`src/rtl/sensor_display_pkg.sv`:
```
// Shared types and constants for the sensor/status panel 7-segment scanner.
// Segment vectors are {g,f,e,d,c,b,a} with 1 meaning lit.
package sensor_display_pkg;

  typedef logic [6:0] seg_t;

  localparam seg_t SEG_OFF = 7'h00;

  localparam seg_t HEX7_ROM [16] = '{
    7'h3F, 7'h06, 7'h5B, 7'h4F,
    7'h66, 7'h6D, 7'h7D, 7'h07,
    7'h7F, 7'h6F, 7'h77, 7'h7C,
    7'h39, 7'h5E, 7'h79, 7'h71
  };

endpackage

```
`src/rtl/sensor_display_scan_decoder.sv`:
```
// Combinational hex digit to 7-segment pattern lookup (active-high segments).
module seg7_hex_decoder
  import sensor_display_pkg::*;
(
  input  logic [3:0] code,
  output seg_t       seg
);

  assign seg = HEX7_ROM[code];

endmodule

```
`src/rtl/sensor_display_scan.sv`:
```
// Time-multiplexed N-digit 7-segment driver with tear-free frame updates,
// per-digit blink/blank, dead time at each slot start and selectable polarity.
module sensor_display_scan
  import sensor_display_pkg::*;
#(
  parameter int unsigned N_DIGITS     = 4,
  parameter int unsigned SCAN_DIV     = 1000,
  parameter int unsigned BLANK_CYC    = 2,
  parameter int unsigned BLINK_FRAMES = 64,
  parameter bit          ACTIVE_LOW   = 1'b0
) (
  input  logic                  clk,
  input  logic                  rst,
  input  logic [4*N_DIGITS-1:0] codes_i,
  input  logic                  load_i,
  input  logic [N_DIGITS-1:0]   blink_en_i,
  input  logic [N_DIGITS-1:0]   blank_i,
  output logic [6:0]            seg_o,
  output logic [N_DIGITS-1:0]   dig_o,
  output logic                  frame_o
);

  localparam int unsigned PW = (SCAN_DIV > 1)     ? $clog2(SCAN_DIV)     : 1;
  localparam int unsigned IW = (N_DIGITS > 1)     ? $clog2(N_DIGITS)     : 1;
  localparam int unsigned FW = (BLINK_FRAMES > 1) ? $clog2(BLINK_FRAMES) : 1;

  localparam logic [PW-1:0] PRESC_LAST = PW'(SCAN_DIV - 1);
  localparam logic [PW-1:0] BLANK_END  = PW'(BLANK_CYC);
  localparam logic [IW-1:0] IDX_LAST   = IW'(N_DIGITS - 1);
  localparam logic [FW-1:0] FRAME_LAST = FW'(BLINK_FRAMES - 1);

  localparam logic [0:0] PH_ON  = 1'b0;
  localparam logic [0:0] PH_OFF = 1'b1;

  // Polarity is applied as an XOR mask on the final registered value.
  localparam seg_t                SEG_POL = {7{ACTIVE_LOW}};
  localparam logic [N_DIGITS-1:0] DIG_POL = {N_DIGITS{ACTIVE_LOW}};

  typedef struct packed {
    logic [4*N_DIGITS-1:0] codes;
    logic [N_DIGITS-1:0]   blink_en;
    logic [N_DIGITS-1:0]   blank;
  } frame_cfg_t;

  logic [PW-1:0] presc;
  logic [IW-1:0] idx;
  logic [FW-1:0] frame_ctr;
  logic [0:0]    phase;
  logic          pending;
  frame_cfg_t    shadow;
  frame_cfg_t    active;

  logic                tick;
  logic                wrap;
  logic [3:0]          cur_code;
  logic                cur_blank;
  logic                cur_blink;
  logic [N_DIGITS-1:0] dig_sel;
  logic                visible;
  seg_t                dec_seg;
  seg_t                seg_next;
  logic [N_DIGITS-1:0] dig_next;

  assign tick    = (presc == PRESC_LAST);
  assign wrap    = tick && (idx == IDX_LAST);
  assign frame_o = wrap;

  always_ff @(posedge clk or posedge rst) begin
    if (rst) begin
      presc <= '0;
      idx   <= '0;
    end else if (tick) begin
      presc <= '0;
      idx   <= (idx == IDX_LAST) ? '0 : idx + 1'b1;
    end else begin
      presc <= presc + 1'b1;
    end
  end

  // A load coinciding with a wrap keeps pending set so the new data waits a frame.
  always_ff @(posedge clk or posedge rst) begin
    if (rst) begin
      shadow  <= '0;
      active  <= '0;
      pending <= 1'b0;
    end else begin
      if (wrap && pending)
        active <= shadow;
      if (load_i) begin
        shadow  <= '{codes: codes_i, blink_en: blink_en_i, blank: blank_i};
        pending <= 1'b1;
      end else if (wrap) begin
        pending <= 1'b0;
      end
    end
  end

  always_ff @(posedge clk or posedge rst) begin
    if (rst) begin
      frame_ctr <= '0;
      phase     <= PH_ON;
    end else if (wrap) begin
      if (frame_ctr == FRAME_LAST) begin
        frame_ctr <= '0;
        phase     <= (phase == PH_ON) ? PH_OFF : PH_ON;
      end else begin
        frame_ctr <= frame_ctr + 1'b1;
      end
    end
  end

  always_comb begin
    cur_code  = '0;
    cur_blank = 1'b0;
    cur_blink = 1'b0;
    dig_sel   = '0;
    for (int unsigned k = 0; k < N_DIGITS; k++) begin
      if (32'(idx) == k) begin
        cur_code   = active.codes[4*k +: 4];
        cur_blank  = active.blank[k];
        cur_blink  = active.blink_en[k];
        dig_sel[k] = 1'b1;
      end
    end
  end

  assign visible = !cur_blank && !(cur_blink && (phase == PH_OFF));

  seg7_hex_decoder u_dec (
    .code (cur_code),
    .seg  (dec_seg)
  );

  always_comb begin
    seg_next = SEG_OFF;
    dig_next = '0;
    if (presc >= BLANK_END) begin
      dig_next = dig_sel;
      seg_next = visible ? dec_seg : SEG_OFF;
    end
  end

  always_ff @(posedge clk or posedge rst) begin
    if (rst) begin
      seg_o <= SEG_OFF ^ SEG_POL;
      dig_o <= DIG_POL;
    end else begin
      seg_o <= seg_next ^ SEG_POL;
      dig_o <= dig_next ^ DIG_POL;
    end
  end

endmodule

```
`config.mk`:
```
export PLATFORM = sky130hd
export DESIGN_NAME = sensor_display_scan
export DESIGN_NICKNAME = d
export VERILOG_FILES = /design/src/rtl/sensor_display_pkg.sv /design/src/rtl/sensor_display_scan_decoder.sv /design/src/rtl/sensor_display_scan.sv
export SDC_FILE = /design/constraint.sdc
export NUM_CORES = 1
export LEC_CHECK = 0
export CORE_MARGIN = 1.5
export CORE_UTILIZATION = 51
export CTS_CLUSTER_SIZE = 8
export DETAILED_ROUTE_END_ITERATION = 10
export PLACE_DENSITY = 0.87
export SLEW_MARGIN = 0
export SYNTH_ARGS = -nofsm -noshare
export SYNTH_HDL_FRONTEND = slang
export SYNTH_SLANG_ARGS = --single-unit
```
`constraint.sdc`:
```
create_clock -name clk -period 2.46 [get_ports clk]
set_input_delay 0.492 -clock clk [delete_from_list [all_inputs] [get_ports clk]]
set_output_delay 0.492 -clock clk [all_outputs]
set_load 0.02 [all_outputs]
```
==> results.toml <==
[outcome]
outcome = "complete, no violations"

[die]
initial_utilization_pct = 52.98
fp.coreArea_um2 = 6794
die-area_um2 = 7572
fp.dieW_um = 87.02
chipHeight_um = 87.02
ios = 39
rows = 30

[setup_path]
crit_slowest_cell = "dfrtp_1"
cp_max_fo = 4
path_class = "flip-flop to primary output"
startpoint_type = "flip-flop"
cpLargestDelayFamily = "buffers and inverters"
critPathMaxStageDelay_ns = 0.40
cp.arrival_ns = 1.85
ff2ff_path_depth = 8
cp.required_ns = 1.97
path_depth = 5
cp-end-kind = "primary output"
path_cells = "ha_1, nand2_1, nor4_2, buf_4, dlygate4sd2_1"
worst-path-buf-inv = 2

[global_routing]
antenna_found_initial = 0
grt_max_degree = 80
grt_overflow = 0
grt_first_pass_wirelength_um = 11250
grt_pass1_vias = 2390
grtUsageTotal_pct = 20.02

[timing]
drv_slew = 0
timing.slew.headroom_pct = 71.90
period_share_pct = 95.28
fin_crit_ns = 2.344
setup-violations-final = 0
fin_skew_ns = 0.01052
hold_violations = 0
rsz0062_at_grt = "true"
worst_pin_slew_ns = 0.4216
max_freq_mhz = 426.6

[hold_path]
hold_class = "flip-flop to flip-flop"
hold_path_depth = 1

[clock_tree]
numCtsBuffers = 9
tritoncts = "done"
clock_tree.htree_level_count = 3
clock_latency_ns = 0.36
path_clk_slew_ns = 0.08
clockBufferDepth = 2
ctsHoldBuffers = 0
numClockSinks = 79
cts-root-buf = "clkbuf_8"

[logic_synthesis]
yosysWarnings = 0
ys.flop_type = "dfrtp_1"
synth.distinct_cells = 43
syn_nets = 335
yosys.area_share.simple_pct = 12.79
avgSynthCellArea_um2 = 12.20
synth_top_family_by_area = "multiplexers"
synthArstFlopShare_pct = 100.0
synthCells = 295
synth-compound-area-share_pct = 7.265
ys_ff_latch = 79
synth_mux_area_share_pct = 15.33
synth_area_um2 = 3600
yosysSeqAreaShare_pct = 54.92
synth-xor-area-share_pct = 1.946
synth_edf_count = 0
synth_fa_ha_area_share_pct = 4.519

[power_and_ir_drop]
powerDensity_nw_per_um2 = 555.6
leakagePower_nw = 1.940
ir_drop_uv = 303.7
power_mw = 2.401

[cells_and_area]
fin_cells = 444
num_antenna_cells = 0
fin_nets = 383
drive_gt1_share_pct = 19.25
area_growth_syn_to_layout_pct = 20.02

[drt]
vias = 2385
viasPerCell = 5.372
final_antenna_net_count = 0
drt_wl_total_um = 6744
drtIter0Drc = 131
post_drt_wl_per_cell_um = 15.19
drtPass1Iterations = 4
drcViolationCount = 0

[flow_run]
cap_violations = 0

[placed_design]
portBuffers = 38
gp_congestion = 0.8571
dp_cells = 427
hpwl_um = 4646
where the power goes:
| group | switching, mW | internal [mW] | total (mW) |
|---|---|---|---|
| sequential | 0.0217 | 1.34 | 1.36 |
| clock | 0.470 | 0.449 | 0.919 |
| combinational | 0.0475 | 0.0754 | 0.123 |
registers in the layout (all words and copies together), names as in the netlist:
signal / flops
active: 24
seg_o: 7
presc: 10
pending: 1
phase: 1
idx: 2
dig_o: 4
shadow: 24
frame_ctr: 6
final timing paths:
check	from	endpoint	slack, ns
min in group asynchronous	rst	dig_o[1]	0.58
min	active[2]	active[2]	0.49
max in group asynchronous	rst	presc[6]	1.53
max reg2reg	idx[0]	seg_o[0]	0.12
min reg2reg	active[2]	active[2]	0.49
max	presc[0]	frame_o	0.12
layer usage:
| metal | up-vias | global-route usage [%] | part of all wire (%) |
|---|---|---|---|
| met5 | - | 0 | 0 |
| met4 | 0 | 11.73 | 3.4 |
| met3 | 23 | 3.981 | 4.3 |
| met2 | 71 | 33.76 | 49 |
| met1 | 1167 | 23.76 | 43 |
| li1 | 1124 | - | - |
worst reg2reg max path: cells and delay by family (launching register included):
kind / cells / cell delay, ns
buffers and inverters: 2 / 0.25
flip-flops: 1 / 0.42
adder cells (fa/ha/maj): 2 / 0.55
AO/OA/AOI/OAI: 2 / 0.41
AND/OR/NAND/NOR: 2 / 0.64
logic make-up (layout without fill, tap and decap cells):
logic type               count (synthesis)  after routing
flip-flops                              79             79
buffers and inverters                   22             75
AND/OR/NAND/NOR                         84             84
XOR/XNOR                                 8              8
AO/OA/AOI/OAI                           40             40
multiplexers                            49             49
adder cells (fa/ha/maj)                 13             13
cells in the mapped netlist, types with 2 or more instances:
cell	instances	area, um2
o21ai_0	13	65.06
mux2_2	30	337.8
a21o_1	3	22.52
and3_1	2	12.51
nand3_1	12	60.06
nand3b_1	3	22.52
mux2_1	19	214.0
nor2_1	19	71.32
clkbuf_1	2	7.510
dfrtp_1	79	1977
buf_2	3	15.01
nor2b_1	3	18.77
ha_1	13	162.7
nand2_1	21	78.83
a21oi_1	9	45.04
nand2_2	2	12.51
o41ai_1	2	17.52
and2_1	4	25.02
nand2b_1	2	12.51
xnor2_1	5	43.79
nor4_1	3	18.77
inv_1	11	41.29
nor3_1	3	15.01
nor3b_1	4	30.03
buf_6	4	45.04
buf_1	2	7.510
xor2_1	3	26.28
a211oi_1	4	30.03
cells in the final DEF (no fill, tap or decap), drive strengths merged, types with 2 or more instances in the layout:
master,netlist,final
mux2,49,49
a21o,3,3
clkbuf,2,12
clkinv,0,2
buf,9,10
and2,4,4
clkinvlp,0,2
o41ai,2,2
a311oi,2,2
nor3,4,4
xor2,3,3
nor3b,4,4
xnor2,5,5
and3,2,2
a211oi,4,4
nand2b,2,2
dfrtp,79,79
inv,11,11
nand3b,3,3
ha,13,13
nand2,23,23
clkdlybuf4s50,0,37
o21ai,13,13
nand3,13,13
nor4,3,3
a21oi,9,9
nor2,19,19
nor2b,3,3
area by class of cell:
class | count | area [um2]
tap | 96 | 120.1
sequential | 79 | 1977
timing repair buffer | 48 | 466.7
fill | 526 | 2474
clock buffer | 12 | 165.2
multi-input combinational | 194 | 1520
inverter | 11 | 45.04
clock inverter | 4 | 26.28
metrics by stage:
step / util (%) / setup WS [ns] / TNS [ns] / hold slack [ns] / area [um2]
finish: 63.59 / 0.1160 / 0 / 0.4909 / 4320
global route: 63.59 / -0.04328 / -0.04328 / 0.5168 / 4320
CTS: 63.31 / 0.06402 / 0 / 0.4959 / 4302
detailed placement: 60.48 / 0.09267 / 0 / 0.4780 / 4109
global placement: 60.48 / 0.2251 / 0 / 0.4644 / 4109
floorplan: - / 0.2383 / 0 / 0.4459 / 3603
timing repair:
action,4_1_cts,5_1_grt
pin swaps,0,1
endpoints found under the hold margin,0,0
endpoints found under the setup margin,1,5
gates resized for setup,2,3
buffers inserted,0,1
Power figures use the tool's default switching activity.
